<file path="src/rtl/vga_sync_gen.sv">
// VGA timing generator driven by a single-cycle pixel enable in the clk_in domain.
// Define VGA_TEST_PATTERN_EN to add the registered 8-bar rgb test pattern output.
module vga_sync_gen #(
    parameter int H_VISIBLE = 640,
    parameter int H_FRONT   = 16,
    parameter int H_SYNC    = 96,
    parameter int H_BACK    = 48,
    parameter int V_VISIBLE = 480,
    parameter int V_FRONT   = 10,
    parameter int V_SYNC    = 2,
    parameter int V_BACK    = 33,
    parameter int SYNC_POL  = 0,
    localparam int H_TOTAL  = H_VISIBLE + H_FRONT + H_SYNC + H_BACK,
    localparam int V_TOTAL  = V_VISIBLE + V_FRONT + V_SYNC + V_BACK,
    localparam int HW       = $clog2(H_TOTAL),
    localparam int VW       = $clog2(V_TOTAL)
) (
    input  logic          clk_in,
    input  logic          reset,
    input  logic          pix_tick,
    output logic          hsync,
    output logic          vsync,
    output logic          video_on,
    output logic [HW-1:0] pixel_x,
    output logic [VW-1:0] pixel_y,
    output logic          frame_start
`ifdef VGA_TEST_PATTERN_EN
    ,
    output logic [2:0]    rgb
`endif
);

    localparam logic [0:0] ST_IDLE = 1'b0;
    localparam logic [0:0] ST_RUN  = 1'b1;

    localparam logic [HW-1:0] H_LAST   = HW'(H_TOTAL - 1);
    localparam logic [HW-1:0] H_VIS    = HW'(H_VISIBLE);
    localparam logic [HW-1:0] H_SYNC_S = HW'(H_VISIBLE + H_FRONT);
    localparam logic [HW-1:0] H_SYNC_E = HW'(H_VISIBLE + H_FRONT + H_SYNC - 1);
    localparam logic [VW-1:0] V_LAST   = VW'(V_TOTAL - 1);
    localparam logic [VW-1:0] V_VIS    = VW'(V_VISIBLE);
    localparam logic [VW-1:0] V_SYNC_S = VW'(V_VISIBLE + V_FRONT);
    localparam logic [VW-1:0] V_SYNC_E = VW'(V_VISIBLE + V_FRONT + V_SYNC - 1);
    localparam logic          SYNC_ACT = (SYNC_POL != 0);

    logic [0:0]    state_q, state_d;
    logic [HW-1:0] x_q, x_d;
    logic [VW-1:0] y_q, y_d;
    logic          hsync_q, hsync_d;
    logic          vsync_q, vsync_d;
    logic          video_q, video_d;
    logic          fs_q, fs_d;
    logic          advance;

`ifdef VGA_TEST_PATTERN_EN
    localparam int BAR_W = H_VISIBLE / 8;

    logic [2:0] rgb_q, rgb_d;

    function automatic logic [2:0] bar_of(input logic [HW-1:0] x);
        logic [2:0] bar;
        bar = 3'd0;
        for (int k = 1; k < 8; k++) begin
            if (x >= HW'(k * BAR_W)) bar = 3'(k);
        end
        return bar;
    endfunction
`endif

    always_comb begin
        state_d = state_q;
        x_d     = x_q;
        y_d     = y_q;
        fs_d    = 1'b0;
        advance = 1'b0;
        case (state_q)
            ST_IDLE: begin
                if (pix_tick) begin
                    x_d     = '0;
                    y_d     = '0;
                    fs_d    = 1'b1;
                    advance = 1'b1;
                    state_d = ST_RUN;
                end
            end
            ST_RUN: begin
                if (pix_tick) begin
                    advance = 1'b1;
                    if (x_q == H_LAST) begin
                        x_d = '0;
                        if (y_q == V_LAST) begin
                            y_d  = '0;
                            fs_d = 1'b1;
                        end else begin
                            y_d = y_q + 1'b1;
                        end
                    end else begin
                        x_d = x_q + 1'b1;
                    end
                end
            end
            default: state_d = ST_IDLE;
        endcase
    end

    // Decode from the next coordinates so syncs land on the same edge as the counters.
    always_comb begin
        hsync_d = hsync_q;
        vsync_d = vsync_q;
        video_d = video_q;
`ifdef VGA_TEST_PATTERN_EN
        rgb_d   = rgb_q;
`endif
        if (advance) begin
            hsync_d = (x_d >= H_SYNC_S && x_d <= H_SYNC_E) ? SYNC_ACT : ~SYNC_ACT;
            vsync_d = (y_d >= V_SYNC_S && y_d <= V_SYNC_E) ? SYNC_ACT : ~SYNC_ACT;
            video_d = (x_d < H_VIS) && (y_d < V_VIS);
`ifdef VGA_TEST_PATTERN_EN
            rgb_d   = video_d ? bar_of(x_d) : 3'd0;
`endif
        end
    end

    always_ff @(posedge clk_in) begin
        if (reset) begin
            state_q <= ST_IDLE;
            x_q     <= '0;
            y_q     <= '0;
            hsync_q <= ~SYNC_ACT;
            vsync_q <= ~SYNC_ACT;
            video_q <= 1'b0;
            fs_q    <= 1'b0;
`ifdef VGA_TEST_PATTERN_EN
            rgb_q   <= 3'd0;
`endif
        end else begin
            state_q <= state_d;
            x_q     <= x_d;
            y_q     <= y_d;
            hsync_q <= hsync_d;
            vsync_q <= vsync_d;
            video_q <= video_d;
            fs_q    <= fs_d;
`ifdef VGA_TEST_PATTERN_EN
            rgb_q   <= rgb_d;
`endif
        end
    end

    assign hsync       = hsync_q;
    assign vsync       = vsync_q;
    assign video_on    = video_q;
    assign pixel_x     = x_q;
    assign pixel_y     = y_q;
    assign frame_start = fs_q;
`ifdef VGA_TEST_PATTERN_EN
    assign rgb         = rgb_q;
`endif

endmodule
</file>
<file path="config.mk">
export PLATFORM = sky130hd
export DESIGN_NAME = vga_sync_gen
export DESIGN_NICKNAME = d
export VERILOG_FILES = /design/src/rtl/vga_sync_gen.sv
export SDC_FILE = /design/constraint.sdc
export NUM_CORES = 1
export LEC_CHECK = 0
export ABC_CLOCK_PERIOD_IN_PS = 3240
export BUFFER_PORTS_ARGS = -buffer_cell sky130_fd_sc_hd__buf_2
export CORE_UTILIZATION = 35
export CTS_BUF_LIST = sky130_fd_sc_hd__clkbuf_2
export DETAILED_ROUTE_END_ITERATION = 8
export SYNTH_ARGS = -nofsm -noshare
export SYNTH_HDL_FRONTEND = slang
export SYNTH_SLANG_ARGS = --single-unit
</file>
<file path="constraint.sdc">
create_clock -name clk_in -period 3.24 [get_ports clk_in]
set_input_delay 0.486 -clock clk_in [delete_from_list [all_inputs] [get_ports clk_in]]
set_output_delay 0.486 -clock clk_in [all_outputs]
set_load 0.005 [all_outputs]
</file>
==> qor.yml, run 1 <==
crit_required_ps: 3510
regArea_um2: 500
wirelength_mm: 3.80
hold_viol: 0
numClockSinks: 25
end_kind: "flip-flop"
grt.total_usage: 0.184
path_cells: "ha_1, nand4_4, nor4_4, nor4b_4, xnor2_1, or4b_1, a32o_1"
min_path_type: "flip-flop to flip-flop"
htree_levels: 1
yosysSeqAreaShare: 0.333
gp_congestion: 0.869
post_cts_buffers: 0
diodes: 0
antenna_found_initial: 0
critPathMaxStageDelay_ps: 510
synthTopCellsByArea: "dfxtp_1 (33%), nor2_1 (5.7%), a21oi_1 (5.0%)"
synthSimpleGateAreaFrac: 0.362
cts_root_buffer: "clkbuf_2"
initial_core_util: 0.371
yosys-top-cells-count: "dfxtp_1 (25), nor2_1 (23), nand2_1 (19), a21oi_1 (15), nor3_1 (11)"
synth_fa_ha_area_frac: 0.0249
rows: 23
ant_nets: 0
area_growth_pct: 14.0
grt_pass1_wl_mm: 6.42
drive_gt1_frac: 0.183
cts_tree: "yes"
crit_family: "simple AND/OR/NAND/NOR gates"
chipHeight_um: 67.6
port_buffers: 26
yosysTopAreaCell: "dfxtp_1"
syn_area_per_cell_um2: 7.84
wl_per_cell_um: 14.1
yosys_warnings: 0
ir_drop_uv: 99.7
top_level_ports: 27
drv_cap: 0
grt_pass1_vias: 1315
drcViolationCount: 0
nets: 226
synth_area_um2: 1510
cts.clk_slew.worst_paths_ps: 240
cpMaxStageDelayCell: "or4b_1"
p_leak_nw: 0.703
grt_max_degree: 26
initialDrtViolationCount: 91
skew_ps: 13.8
die_area_um2: 4570
synth.distinct_cells: 47
syn-instance-count: 192
drtPass1Iterations: 4
synth_most_common_cell: "dfxtp_1"
synth_xor_area_frac: 0.0291
fin_ws_ps: 723
fin_crit_sh: 0.777
place_area_um2: 1700
fin_util: 0.423
path_max_fanout: 8
worst-path-buf-inv: 0
path_class: "flip-flop to flip-flop"
cts_buffers: 3
clock_path_buffers: 2
fillers: 427
yosys_register_bits: 25
grt.overflow.total: 0
arrival_ps: 2790
fin_area_um2: 1720
worst-slew-pin-transition_ps: 528
finalSetupViolCount: 0
synth_edf_count: 0
synth_top_family_by_area: "simple AND/OR/NAND/NOR gates"
crit_path_start_kind: "flip-flop"
drt-vias-per-instance: 5.48
hold_buffers: 0
via_count: 1473
timing.fmax_ghz: 0.397
synth_top_area_frac: 0.333
synth_mux_area_frac: 0.00665
power_density_nw_per_um2: 279
multiInputGateArea_um2: 955
fin_tns_setup_ps: 0
max-slew-margin-rel: 0.647
clkLatencyLatePin_ps: 350
synth.net_count: 198
min_period_ps: 2520
rsz0062_at_grt: "no"
async_flop_share: 0
ctsResizeCount: 0
place_inst: 265
synthFlopType: "dfxtp_1"
core_um2: 4060
slew_violations: 0
synth_compound_area_frac: 0.211
status: "finished, final reports clean"
hpwlAfterDp_mm: 2.80
die_w_um: 67.6
post-place-ws_ps: 764
final_cell_count_no_fill: 269
==> flip-flops by register name, summed over array words and instances, names as in the netlist <==
name and count:
pixel_y 10, pixel_x 10, hsync 1, state_q 1
vsync 1, video_on 1, frame_start 1
==> path summary, 6_finish.rpt <==
kind,slack (ps),depth (start not counted),to,start
hold / removal,520,1,video_on,video_on
setup reg to reg,720,7,video_on,pixel_x[0]
setup / recovery,720,7,video_on,pixel_x[0]
hold reg to reg,520,1,video_on,video_on
==> cell type report <==
class / count / share of cell area
Timing Repair Buffer: 29 / 0.0889
Inverter: 7 / 0.0153
Sequential cell: 25 / 0.292
Multi-Input combinational cell: 154 / 0.556
Tap cell: 50 / 0.0364
Clock buffer: 4 / 0.0117
==> placed cells by master, fill, tap and decap left out, drive strengths merged, types with 5 or more instances in the layout <==
cell type and n:
buf 29, nor2b 7, nor2 23, nand2 19, inv 7, o21ai 7
a21oi 15, nand3 9, nor3 12, dfxtp 25, nand4 5, a31oi 6
==> per-stage QoR <==
stage          hold slack [ps]  total power [W]
6_report                   519         0.000480
5_1_grt                    525         0.000502
4_1_cts                    511         0.000489
3_5_place_dp               469         0.000358
3_3_place_gp               460         0.000359
2_1_floorplan              466         0.000345
==> report_power, final <==
group | switching, W | internal, W
sequential | 0.00000538 | 0.000312
clock | 0.0000946 | 0.0000326
combinational | 0.0000243 | 0.0000112
total | 0.000124 | 0.000355
==> routing by layer <==
| layer | global-route usage | wire [um] | up-vias |
|---|---|---|---|
| met5 | 0 | 0 | - |
| met1 | 0.268 | 1900 | 668 |
| met4 | 0.0479 | 19 | 0 |
| met3 | 0.0253 | 192 | 3 |
| met2 | 0.277 | 1680 | 36 |
| li1 | - | - | 766 |
==> kinds of logic (layout without fill, tap and decap cells) <==
kind of cell / after synthesis / count (layout)
AND/OR/NAND/NOR: 96 / 96
AO/OA/AOI/OAI: 49 / 49
flip-flops: 25 / 25
buffers and inverters: 13 / 40
XOR/XNOR: 5 / 5
adder cells (fa/ha/maj): 3 / 3
multiplexers: 1 / 1
No activity file was read; power rests on OpenSTA's default activity.
==> inputs of run 2 (changes only) <==
--- a/config.mk
+++ b/config.mk
@@ -5,7 +5,7 @@
 export SDC_FILE = /design/constraint.sdc
 export NUM_CORES = 1
 export LEC_CHECK = 0
-export ABC_CLOCK_PERIOD_IN_PS = 3240
+export ABC_CLOCK_PERIOD_IN_PS = 2100
 export BUFFER_PORTS_ARGS = -buffer_cell sky130_fd_sc_hd__buf_2
 export CORE_UTILIZATION = 35
 export CTS_BUF_LIST = sky130_fd_sc_hd__clkbuf_2
==> constraint.sdc (replaced) <==
create_clock -name clk_in -period 2.1 [get_ports clk_in]
set_input_delay 0.315 -clock clk_in [delete_from_list [all_inputs] [get_ports clk_in]]
set_output_delay 0.315 -clock clk_in [all_outputs]
set_load 0.005 [all_outputs]
==> run 2 against run 1 <==
  * The flow now finishes with violations (setup timing)
  * Combinational power grew 120%
  * Critical path depth is the same
  * Total power rose by 60%
  * Setup slack lost 800 ps
  * Utilization up 10 points
  * Global-route usage grew 2.6 points
  * Register-to-register slack lost 800 ps
  * Cell count is 16% higher
==> qor.yml, run 2 (synthesis gave the netlist of run 1 again) <==
path_max_fanout: 4  # -4
skew_ps: 3.17  # -10.7 ps
multiInputGateArea_um2: 1050  # +9.7%
clkLatencyLatePin_ps: 360  # about the same
diodes: 0  # unchanged
fin_crit_sh: 1.03  # +0.258
crit_required_ps: 2400  # -1110 ps
rows: 23  # unchanged
worst-slew-pin-transition_ps: 406  # -122 ps
end_kind: "flip-flop"
antenna_found_initial: 0  # unchanged
slew_violations: 0  # unchanged
clock_path_buffers: 2  # unchanged
gp_congestion: 0.926  # +6.5%
port_buffers: 26  # unchanged
fin_ws_ps: -73.0  # -796 ps
drive_gt1_frac: 0.379  # +0.197
layout_commonest_cell: "buf_4"
min_period_ps: 2170  # -344 ps
top_level_ports: 27  # unchanged
timing.fmax_ghz: 0.460  # +16%
drcViolationCount: 0  # unchanged
cts_tree: "yes"
core_um2: 4060  # unchanged
crit_path_start_kind: "flip-flop"
drt-vias-per-instance: 5.49  # +0.18%
wirelength_mm: 4.52  # +19%
status: "finished with violations"
p_leak_nw: 0.944  # +34%
power_density_nw_per_um2: 359  # +28%
chipHeight_um: 67.6  # unchanged
regArea_um2: 507  # +1.2%
path_class: "flip-flop to flip-flop"
min_path_type: "input port to flip-flop"
grt.total_usage: 0.209  # +0.0257
holdWs_ps: 321  # -198 ps
cts.clk_slew.worst_paths_ps: 260  # +20 ps
fin_area_um2: 2130  # +24%
finalSetupViolCount: 1  # +1
area_growth_pct: 41.8
drv_cap: 0  # unchanged
arrival_ps: 2470  # -320 ps
die_w_um: 67.6  # unchanged
initialDrtViolationCount: 134  # +47%
hpwlAfterDp_mm: 3.35  # +20%
grt_pass1_wl_mm: 7.13  # +11%
htree_levels: 1  # unchanged
rsz0062_at_grt: "yes"
numClockSinks: 25  # unchanged
grt_pass1_vias: 1443  # +9.7%
grt.overflow.total: 0  # unchanged
initial_core_util: 0.371  # unchanged
cts_buffers: 3  # unchanged
hold_viol: 0  # unchanged
place_area_um2: 2000  # +18%
post-place-ws_ps: -118  # -882 ps
ant_nets: 0  # unchanged
max-slew-margin-rel: 0.727  # +0.0795
die_area_um2: 4570  # unchanged
layout_common_cells: "buf_4 (44), buf_2 (26), nor2_1 (23)"
nets: 268  # +19%
cts_root_buffer: "clkbuf_2"
grt_max_degree: 25  # -3.8%
violations: "setup timing"
ir_drop_uv: 137  # +37%
drtPass1Iterations: 5  # +1
wl_per_cell_um: 14.5  # +2.8%
via_count: 1706  # +16%
fillers: 396  # -7.3%
run 2: changes by cell type in the layout (fill, tap and decap cells not counted), moves of 2 or more:
| cell | delta |
|---|---|
| a31oi_1 | -3 |
| dfxtp_2 | +5 |
| buf_4 | +41 |
| dfxtp_1 | -5 |
| nor4b_1 | -2 |
| a31oi_2 | +3 |
run 2: layout make-up:
cell class                      count  area share
Clock inverter                      1     0.00234
Multi-Input combinational cell    154       0.491
Timing Repair Buffer               71       0.221
Sequential cell                    25       0.237
Tap cell                           50      0.0293
Inverter                            7      0.0123
Clock buffer                        3     0.00703
run 2: final timing paths:
kind,cells past startpoint,slack [ps],start,end
max,7,-70,pixel_x[0],video_on
min,3,320,reset,frame_start
max reg2reg,7,-70,pixel_x[0],video_on
min reg2reg,1,510,video_on,video_on
run 2: stage by stage:
step | cells | power, W | TNS [ps] | utilization
2_1_floorplan | 192 | 0.000533 | -120 | -
3_3_place_gp | 304 | 0.000570 | -75.7 | 0.493
3_5_place_dp | 304 | 0.000569 | -118 | 0.493
4_1_cts | 310 | 0.000773 | -20.0 | 0.506
5_1_grt | 311 | 0.000807 | -180 | 0.526
6_report | 311 | 0.000765 | -73.0 | 0.526
run 2: what timing repair did:
item	4_1_cts	5_1_grt
gates resized for setup	4	13
setup endpoints to repair	3	3
pin swaps	4	6
buffers inserted	2	1
hold buffers	0	0
run 2: metal layers:
layer | vias up | part of all wire | global-route usage | routed length, um
li1 | 854 | - | - | -
met1 | 784 | 0.48 | 0.311 | 2180
met2 | 64 | 0.44 | 0.323 | 1990
met3 | 4 | 0.064 | 0.0203 | 288
met4 | 0 | 0.011 | 0.0399 | 51
met5 | - | 0 | 0 | 0
run 2: worst max-delay path: stages (launching register included):
cell     delay [ps]
dfxtp_2         420
ha_4            150
nand4_4         110
nor4_4          350
nor4b_4         300
xnor2_2          90
or4b_1          470
a32o_1          220
run 2: power by group:
group / leakage (nW) / switching, W / internal (W) / total, W
combinational: 0.723 / 0.0000487 / 0.0000301 / 0.0000787
clock: 0.0164 / 0.000158 / 0.0000432 / 0.000201
sequential: 0.205 / 0.00000410 / 0.000481 / 0.000485
total: 0.944 / 0.000211 / 0.000555 / 0.000765
